<file path="src/rtl/mipi_bank_arb.sv">
// mipi_bank_arb: round-robin arbiter sharing one MIPI master among NREQ banks.
// Define MIPI_ARB_TIMEOUT_EN to enable the WAIT watchdog and sticky timeout_err.
module mipi_bank_arb #(
  parameter int          NREQ        = 4,
  parameter int          BANK_NBIT   = 2,
  parameter int          SETTLE_CYC  = 4,
  parameter logic [15:0] TIMEOUT_CYC = 16'd4096
) (
  input  logic                 clk,
  input  logic                 rst_n,
  input  logic [NREQ-1:0]      req,
  output logic [NREQ-1:0]      grant,
  output logic [NREQ-1:0]      done,
  output logic [BANK_NBIT-1:0] mipi_bank,
  output logic                 mipi_start,
  input  logic                 mipi_done,
  output logic                 arb_busy,
  output logic                 timeout_err,
  input  logic                 err_clr
);
  typedef enum logic [2:0] {IDLE, SETTLE, START, WAIT, RELEASE} state_t;
  state_t state, state_nxt;
  logic [7:0] cnt;
  logic [BANK_NBIT-1:0] ptr, win;
  logic to;
  // Scan downward in priority so the closest set bit at/after ptr wins last.
  always_comb begin
    win = '0;
    for (int i = NREQ - 1; i >= 0; i--)
      for (int j = 0; j < NREQ; j++)
        if (req[j] && j == (int'(ptr) + i) % NREQ) win = BANK_NBIT'(j);
  end
`ifdef MIPI_ARB_TIMEOUT_EN
  logic [15:0] wd;
  assign to = state == WAIT && !mipi_done && wd == TIMEOUT_CYC - 16'd1;
  always_ff @(posedge clk or negedge rst_n)
    if (!rst_n) begin
      wd          <= '0;
      timeout_err <= 1'b0;
    end else begin
      wd          <= state == START ? '0 : state == WAIT ? wd + 16'd1 : wd;
      timeout_err <= to | (timeout_err & ~err_clr);
    end
`else
  logic unused_cfg;
  assign to          = 1'b0;
  assign timeout_err = 1'b0;
  assign unused_cfg  = ^{err_clr, TIMEOUT_CYC};
`endif
  always_comb begin
    state_nxt = state;
    case (state)
      IDLE:    state_nxt = |req ? SETTLE : IDLE;
      SETTLE:  state_nxt = cnt == 8'd0 ? START : SETTLE;
      START:   state_nxt = WAIT;
      WAIT:    state_nxt = (mipi_done || to) ? RELEASE : WAIT;
      default: state_nxt = IDLE;
    endcase
  end
  always_ff @(posedge clk or negedge rst_n)
    if (!rst_n) begin
      state     <= IDLE;
      cnt       <= '0;
      ptr       <= '0;
      grant     <= '0;
      mipi_bank <= '0;
    end else begin
      state <= state_nxt;
      if (state == IDLE && |req) begin
        grant     <= NREQ'(1) << win;
        mipi_bank <= win;
        cnt       <= 8'(SETTLE_CYC);
      end
      if (state == SETTLE) cnt <= cnt - 8'd1;
      if (state == RELEASE) begin
        grant <= '0;
        ptr   <= int'(mipi_bank) == NREQ - 1 ? '0 : mipi_bank + 1'b1;
      end
    end
  assign mipi_start = state == START;
  assign arb_busy   = state != IDLE;
  assign done       = state == RELEASE ? grant : '0;
endmodule
</file>
<file path="config.mk">
export PLATFORM = sky130hd
export DESIGN_NAME = mipi_bank_arb
export DESIGN_NICKNAME = d
export VERILOG_FILES = /design/src/rtl/mipi_bank_arb.sv
export SDC_FILE = /design/constraint.sdc
export NUM_CORES = 1
export LEC_CHECK = 0
export ABC_AREA = 1
export BUFFER_PORTS_ARGS = -buffer_cell sky130_fd_sc_hd__clkbuf_2
export CAP_MARGIN = 20
export CORE_UTILIZATION = 58
export DETAILED_ROUTE_END_ITERATION = 12
export GPL_ROUTABILITY_DRIVEN = 0
export PLACE_DENSITY = 0.94
export SETUP_SLACK_MARGIN = 0.3
export SYNTH_ARGS = -nofsm -noshare
export SYNTH_HDL_FRONTEND = slang
export SYNTH_SLANG_ARGS = --single-unit
</file>
<file path="constraint.sdc">
create_clock -name clk -period 3.65 [get_ports clk]
set_input_delay 0.1825 -clock clk [delete_from_list [all_inputs] [get_ports clk]]
set_output_delay 0.1825 -clock clk [all_outputs]
set_load 0.02 [all_outputs]
</file>
==> impl_metrics.csv, run 1 <==
group,metric,value,unit
status,status,"completed",
yosys,synth.distinct_cells,28,
placed_design,place_area,1220,µm²
hold_path,hold_depth,3,
hold_path,whs_endpoint,"state[2]",
global_routing,grt_pass1_vias,879,
sta,rsz0062_at_grt,"false",
detailed_routing,antenna_left,0,
floorplan,die_area,2130,µm²
detailed_routing,wl_per_cell,11.2,µm
finish,layout_commonest_cell,"nand2_1",
global_routing,grt_busiest_layer,"met2",
worst_setup_path,r2r-start,"ptr[0]",
worst_setup_path,endpoint_kind,"output pin",
yosys,synth_area_leaders,"dfrtp_1, nand2_1, nand3_1",
detailed_routing,dr_total_vias,1036,
floorplan,die_w,46.1,µm
sta,worst_clock_skew,0.431,ps
finish,final_cell_mix,"nand2_1, nand3_1, dfrtp_1, clkbuf_2, nor2_1",
yosys,synth.net_count,161,
global_routing,use_met1,27.1,%
yosys,syn_area_per_cell,7.53,µm²
floorplan,die_h,46.1,µm
sta,setup_viol,0,
worst_setup_path,ff2ff_path_depth,17,
global_routing,antenna_found_initial,0,
sta,fin_hold_ws,87.1,ps
pwr,power.total,0.00110,W
placed_design,dp_hpwl,1.72,mm
worst_setup_path,worst-r2r-setup-slack,1880,ps
global_routing,use_met2,39.7,%
cts,h-tree-depth,1,
yosys,seq_area_frac_synth,42.1,%
pwr,power_density,873,nW/µm²
sta,fin_tns_setup,0,ps
finish,drive_above_1_share,18.8,%
pwr,worst_ir_drop_vdd,0.000577,V
cts,numCtsBuffers,3,
yosys,synth-warning-count,0,
hold_path,hp-class,"input pin to register",
cts,cts_tree,"yes",
cts,clk_pin_slew,100,ps
floorplan,rows,15,
cts,cts_resized,0,
global_routing,grt_usage,22.8,%
global_routing,grt_start_max_net_pins,20,
worst_setup_path,critical_path_class,"register to output pin",
detailed_routing,drc,0,
yosys,synth_area,1130,µm²
hold_path,hp-start,"mipi_done",
yosys,synth.largest_area_cell,"dfrtp_1",
flow_run,max_cap_viol_count,0,
detailed_routing,drt_iter0_drc,30,
yosys,synth.top_cell.area_share,42.1,%
pwr,leakage,0.684,nW
global_routing,grt_pass1_wl,3.42,mm
sta,max_freq,564,MHz
finish,diodes,0,
floorplan,io_pins,21,
worst_setup_path,reg2reg_to,"grant[1]",
detailed_routing,wirelength,2.19,mm
detailed_routing,viasPerCell,5.31,
cts,cts.sinks,19,
cts,cts_root_buffer,"clkbuf_4",
floorplan,core_area,1780,µm²
worst_setup_path,start_kind,"register",
worst_setup_path,critPathRequiredTime,3470,ps
finish,num-fill-cells,144,
finish,final_cell_area,1260,µm²
yosys,ys_ff_latch,19,
detailed_routing,drt_pre_antenna_iters,4,
cts,hold_buffers,1,
worst_setup_path,crit_arrival,1590,ps
cts,postCtsSetupBuffers,0,
finish,post-route-util,70.5,%
finish,areaGrowthSynthToFinish,11.3,%
finish,finalNetCount,182,
yosys,synthCells,150,
placed_design,io_buffers,18,
global_routing,met3_usage,3.53,%
worst_setup_path,crit_fanout,10,
sta,fin_crit_sh,48.5,%
global_routing,grt-ovfl-total,0,
cts,cts_buffer_depth,2,
sta,hold_violations,0,
cts,insertion_delay,300,ps
floorplan,start_util,63.4,%
sta,period_needed,1770,ps
sta,slew_violations,0,
## critical path, stage by stage, from the launching register on
cell and delay [ps]:
dfrtp_1 410, nor3_1 410, inv_2 170, nor2_1 120, clkbuf_2 180
## cell usage after synthesis (all sizes together)
cell and instances:
a21oi 5, nand2 44, buf 3, dfrtp 19
nor2 16, nor3 3, o31ai 1, inv 18
o21bai 1, or2 1, ha 3, nor3b 1
a21o 1, o21ai 5, conb 1, nand4 2
o22ai 1, mux2i 1, nand3 22, nor4 1
a31oi 1
## sequential cells by signal (all words and copies together) (netlist names)
signal / count
cnt: 8
grant: 4
state: 3
mipi_bank: 2
ptr: 2
## cells by family (layout without fill, tap and decap cells)
| logic type | after synthesis | after routing | synth area share (%) |
|---|---|---|---|
| simple gates | 90 | 90 | 36.9 |
| buf+inv | 21 | 41 | 8.64 |
| flops | 19 | 19 | 42.1 |
| compound gates | 15 | 15 | 7.86 |
| fa+ha+maj | 3 | 3 | 3.32 |
| other cells | 1 | 1 | 0.332 |
| mux | 1 | 1 | 0.886 |
## area by class of cell
type / instances / area [µm²] / share of cell area (%)
multi-input combinational: 110 / 557 / 44.3
sequential: 19 / 475 / 37.8
timing repair buffer: 19 / 100 / 7.96
inverter: 18 / 67.6 / 5.37
tap: 25 / 31.3 / 2.49
clock buffer: 4 / 26.3 / 2.09
## metrics by stage
| step | setup WS, ps | instances |
|---|---|---|
| 2_1_floorplan | 2190 | 150 |
| 3_3_place_gp | 1960 | 190 |
| 3_5_place_dp | 1870 | 190 |
| 4_1_cts | 1860 | 195 |
| 5_1_grt | 1650 | 195 |
| 6_report | 1880 | 195 |
## power breakdown
part	switching, W	internal, W
Sequential	0.0000988	0.000302
Clock	0.0000646	0.0000427
Combinational	0.000380	0.000209
## per-layer routing
metal,vias to the layer above,part of all wire (%)
li1,527,-
met1,483,42
met2,21,54
met3,5,2.9
met4,0,1.6
met5,-,0
## worst max-delay path by stage
stage / depth (start not counted) / end / slack, ps / from
after detailed placement: 17 / grant[1] / 1870 / ptr[0]
after global placement: 17 / grant[3] / 1960 / ptr[0]
after global routing: 17 / grant[1] / 1650 / ptr[0]
after CTS: 17 / grant[1] / 1860 / ptr[0]
after floorplan: 7 / grant[0] / 2190 / state[1]
final: 4 / done[2] / 1880 / state[1]
Power figures use the tool's default switching activity.
==> run 2: changes to the inputs <==
Settings changed: ABC_AREA 1 to 0, CORE_UTILIZATION 58 to 47, PLACE_DENSITY 0.94 to 0.84.
Clock period 3.65 ns to 1.47 ns, I/O delays scaled along.
==> run 2 against run 1 <==
The flow now finishes with violations (negative setup slack). Register-to-register slack got worse by 1900 ps. Sequential cell count unchanged. Total power rose to 2.9 times the previous value. Area after synthesis down 9.4%. Clock skew increased by 2.1 ps. Setup slack worse by 1900 ps. Worst hold slack lost 62 ps. Combinational power grew to 3.2 times the previous value. Sequential power grew to 2.5 times the previous value. Via count fell by 11%. Largest cell class unchanged. Final cell count down 15%. Critical endpoint is now grant[0].
==> impl_metrics.csv, run 2 <==
group,metric,value,unit
status,status,"complete, but fails checks",
status,violations,"negative setup slack",
floorplan,die_h,48.7,µm
finish,largest_register_ffs,8,
cts,clk_pin_slew,100,ps
yosys,synth_compound_area_share,13.8,%
placed_design,pre_cts_ws,-76.4,ps
floorplan,die_w,48.7,µm
yosys,synth_most_common_cell,"dfrtp_1",
flow_run,max_cap_viol_count,0,
global_routing,antenna_found_initial,0,
yosys,post_synth_fa_ha_maj_area_fraction,3.67,%
pwr,leakage,0.706,nW
detailed_routing,antenna_left,0,
yosys,synth.net_count,116,
detailed_routing,wirelength,2.62,mm
yosys,synth.distinct_cells,36,
detailed_routing,drc,0,
sta,slew_violations,0,
detailed_routing,drt_iter0_drc,26,
finish,layout_commonest_cell,"dfrtp_1",
sta,fin_crit_sh,103,%
yosys,ys_ff_latch,19,
worst_setup_path,critPathRequiredTime,1630,ps
finish,areaGrowthSynthToFinish,47.8,%
finish,top_regs,"cnt (8), grant (4), state (3)",
cts,cts_root_buffer,"clkbuf_4",
cts,insertion_delay,280,ps
worst_setup_path,crit_arrival,1670,ps
cts,h-tree-depth,1,
yosys,synthCells,105,
worst_setup_path,endpoint_kind,"register",
sta,fin_tns_setup,-85.7,ps
sta,fin_ws,-41.3,ps
worst_setup_path,cp_slowest_cell,"dfrtp_2",
yosys,synth-simple-area-share,27.0,%
cts,cts.sinks,19,
finish,diodes,0,
sta,setup_viol,5,
yosys,syn_area_per_cell,9.75,µm²
sta,rsz0062_at_grt,"true",
sta,hold_violations,0,
global_routing,grt_pass1_vias,931,
floorplan,rows,16,
yosys,synth_ff_type,"dfrtp_1",
worst_setup_path,crit_chain,"or3_4, a21o_4, buf_6, nand3_2, o31ai_4",
finish,final_cell_mix,"dfrtp_1, clkbuf_2, nand2_1, buf_4, buf_6",
yosys,seq_area_frac_synth,46.5,%
hold_path,hp-class,"input pin to register",
sta,worst_clock_skew,2.57,ps
finish,finalNetCount,151,
global_routing,grt_pass1_wl,4.02,mm
worst_setup_path,start_kind,"register",
pwr,power_density,2080,nW/µm²
yosys,synth.largest_area_cell,"dfrtp_1",
sta,max_freq,662,MHz
placed_design,dp.cells,156,
placed_design,dp_hpwl,1.57,mm
detailed_routing,viasPerCell,5.52,
finish,top_register,"cnt",
yosys,synth_area_leaders,"dfrtp_1, nand2_1, mux2i_1",
worst_setup_path,slowest_delay,450,ps
yosys,synth_area,1020,µm²
finish,drive_above_1_share,51.1,%
worst_setup_path,critical_path_class,"register to register",
detailed_routing,wl_per_cell,15.8,µm
floorplan,io_pins,21,
cts,cts_tree,"yes",
detailed_routing,drt_pre_antenna_iters,4,
placed_design,io_buffers,18,
yosys,synth.top_cell.area_share,46.5,%
yosys,async_reset_ff_share,100,%
floorplan,die_area,2370,µm²
yosys,synth-warning-count,0,
finish,post-route-util,75.6,%
global_routing,grt-ovfl-total,0,
floorplan,core_area,2000,µm²
worst_setup_path,crit_fanout,7,
global_routing,grt_usage,21.9,%
floorplan,start_util,51.1,%
detailed_routing,dr_total_vias,917,
yosys,synth_xor_area_share,0,%
yosys,synth.area.mux_share,4.89,%
finish,final_cells,166,
pwr,worst_ir_drop_vdd,0.00140,V
cts,numCtsBuffers,3,
yosys,synth_common_cells,"dfrtp_1, nand2_1, nor2_1, nand3_1",
yosys,synth_edf_count,0,
sta,period_needed,1510,ps
cts,cts_buffer_depth,2,
global_routing,grt_start_max_net_pins,20,
yosys,synth_top_family_by_area,"simple AND/OR/NAND/NOR gates",
sta,fin_hold_ws,25.2,ps
-- run 2: changes by cell type after synthesis, moves of 7 or more --
cell | before | now
nand2_1 | 41 | 16
nand3_1 | 22 | 6
inv_1 | 14 | 3
nor2_1 | 15 | 8
-- run 2: logic make-up after synthesis --
group / count (synthesis)
AO/OA/AOI/OAI: 20
adder cells (fa/ha/maj): 3
buffers and inverters: 7
flip-flops: 19
multiplexers: 5
other: 1
AND/OR/NAND/NOR: 50
-- run 2: cell type report --
class / count / area, µm²
Multi-Input combinational cell: 79 / 679
Tap cell: 27 / 33.8
Fill cell: 128 / 489
Timing Repair Buffer: 34 / 284
Inverter: 3 / 11.3
Sequential cell: 19 / 478
Clock buffer: 4 / 26.3
-- run 2: stage by stage --
stage | total power (W) | instance area [µm²]
after global placement | 0.00225 | 1210
final | 0.00315 | 1510
after floorplan | 0.00191 | 1060
after global routing | 0.00338 | 1510
after detailed placement | 0.00232 | 1210
after CTS | 0.00287 | 1390
-- run 2: routing by layer --
layer / track usage (%) / up-vias / wire (µm)
li1: - / 442 / -
met1: 24.3 / 432 / 1060
met2: 41.9 / 37 / 1400
met3: 3.46 / 6 / 88
met4: 6.86 / 0 / 63
met5: 0 / - / 0
-- run 2: critical path, delay by kind of cell (launching register included) --
family | cells | cell delay (ps)
AOI/OAI and AO/OA | 2 | 300
DFF | 1 | 450
and+or+nand+nor | 2 | 480
buffers and inverters | 1 | 140
-- run 2: worst paths after layout --
kind | depth (start not counted) | start | end | slack, ps
worst max-delay path | 5 | state[1] | grant[0] | -40
worst min-delay path | 3 | mipi_done | state[2] | 30
worst max register to register | 5 | state[1] | grant[0] | -40
worst min register to register | 1 | cnt[7] | cnt[7] | 500
max in group asynchronous | 2 | rst_n | cnt[0] | 840
min in group asynchronous | 2 | rst_n | state[0] | 280
-- run 2: timing repair --
action | in CTS | in global routing
cloned | 0 | 0
pin swaps | 7 | 4
hold buffers | 1 | 0
setup buffers | 2 | 3
endpoints found under the setup margin | 24 | 24
endpoints found under the hold margin | 19 | 0
gates resized for setup | 27 | 27
-- run 2: where the power goes --
| part | internal [W] | leakage (nW) | switching (W) |
|---|---|---|---|
| clock | 0.000105 | 0.0150 | 0.000148 |
| sequential | 0.000749 | 0.241 | 0.000264 |
| combinational | 0.000913 | 0.450 | 0.000974 |
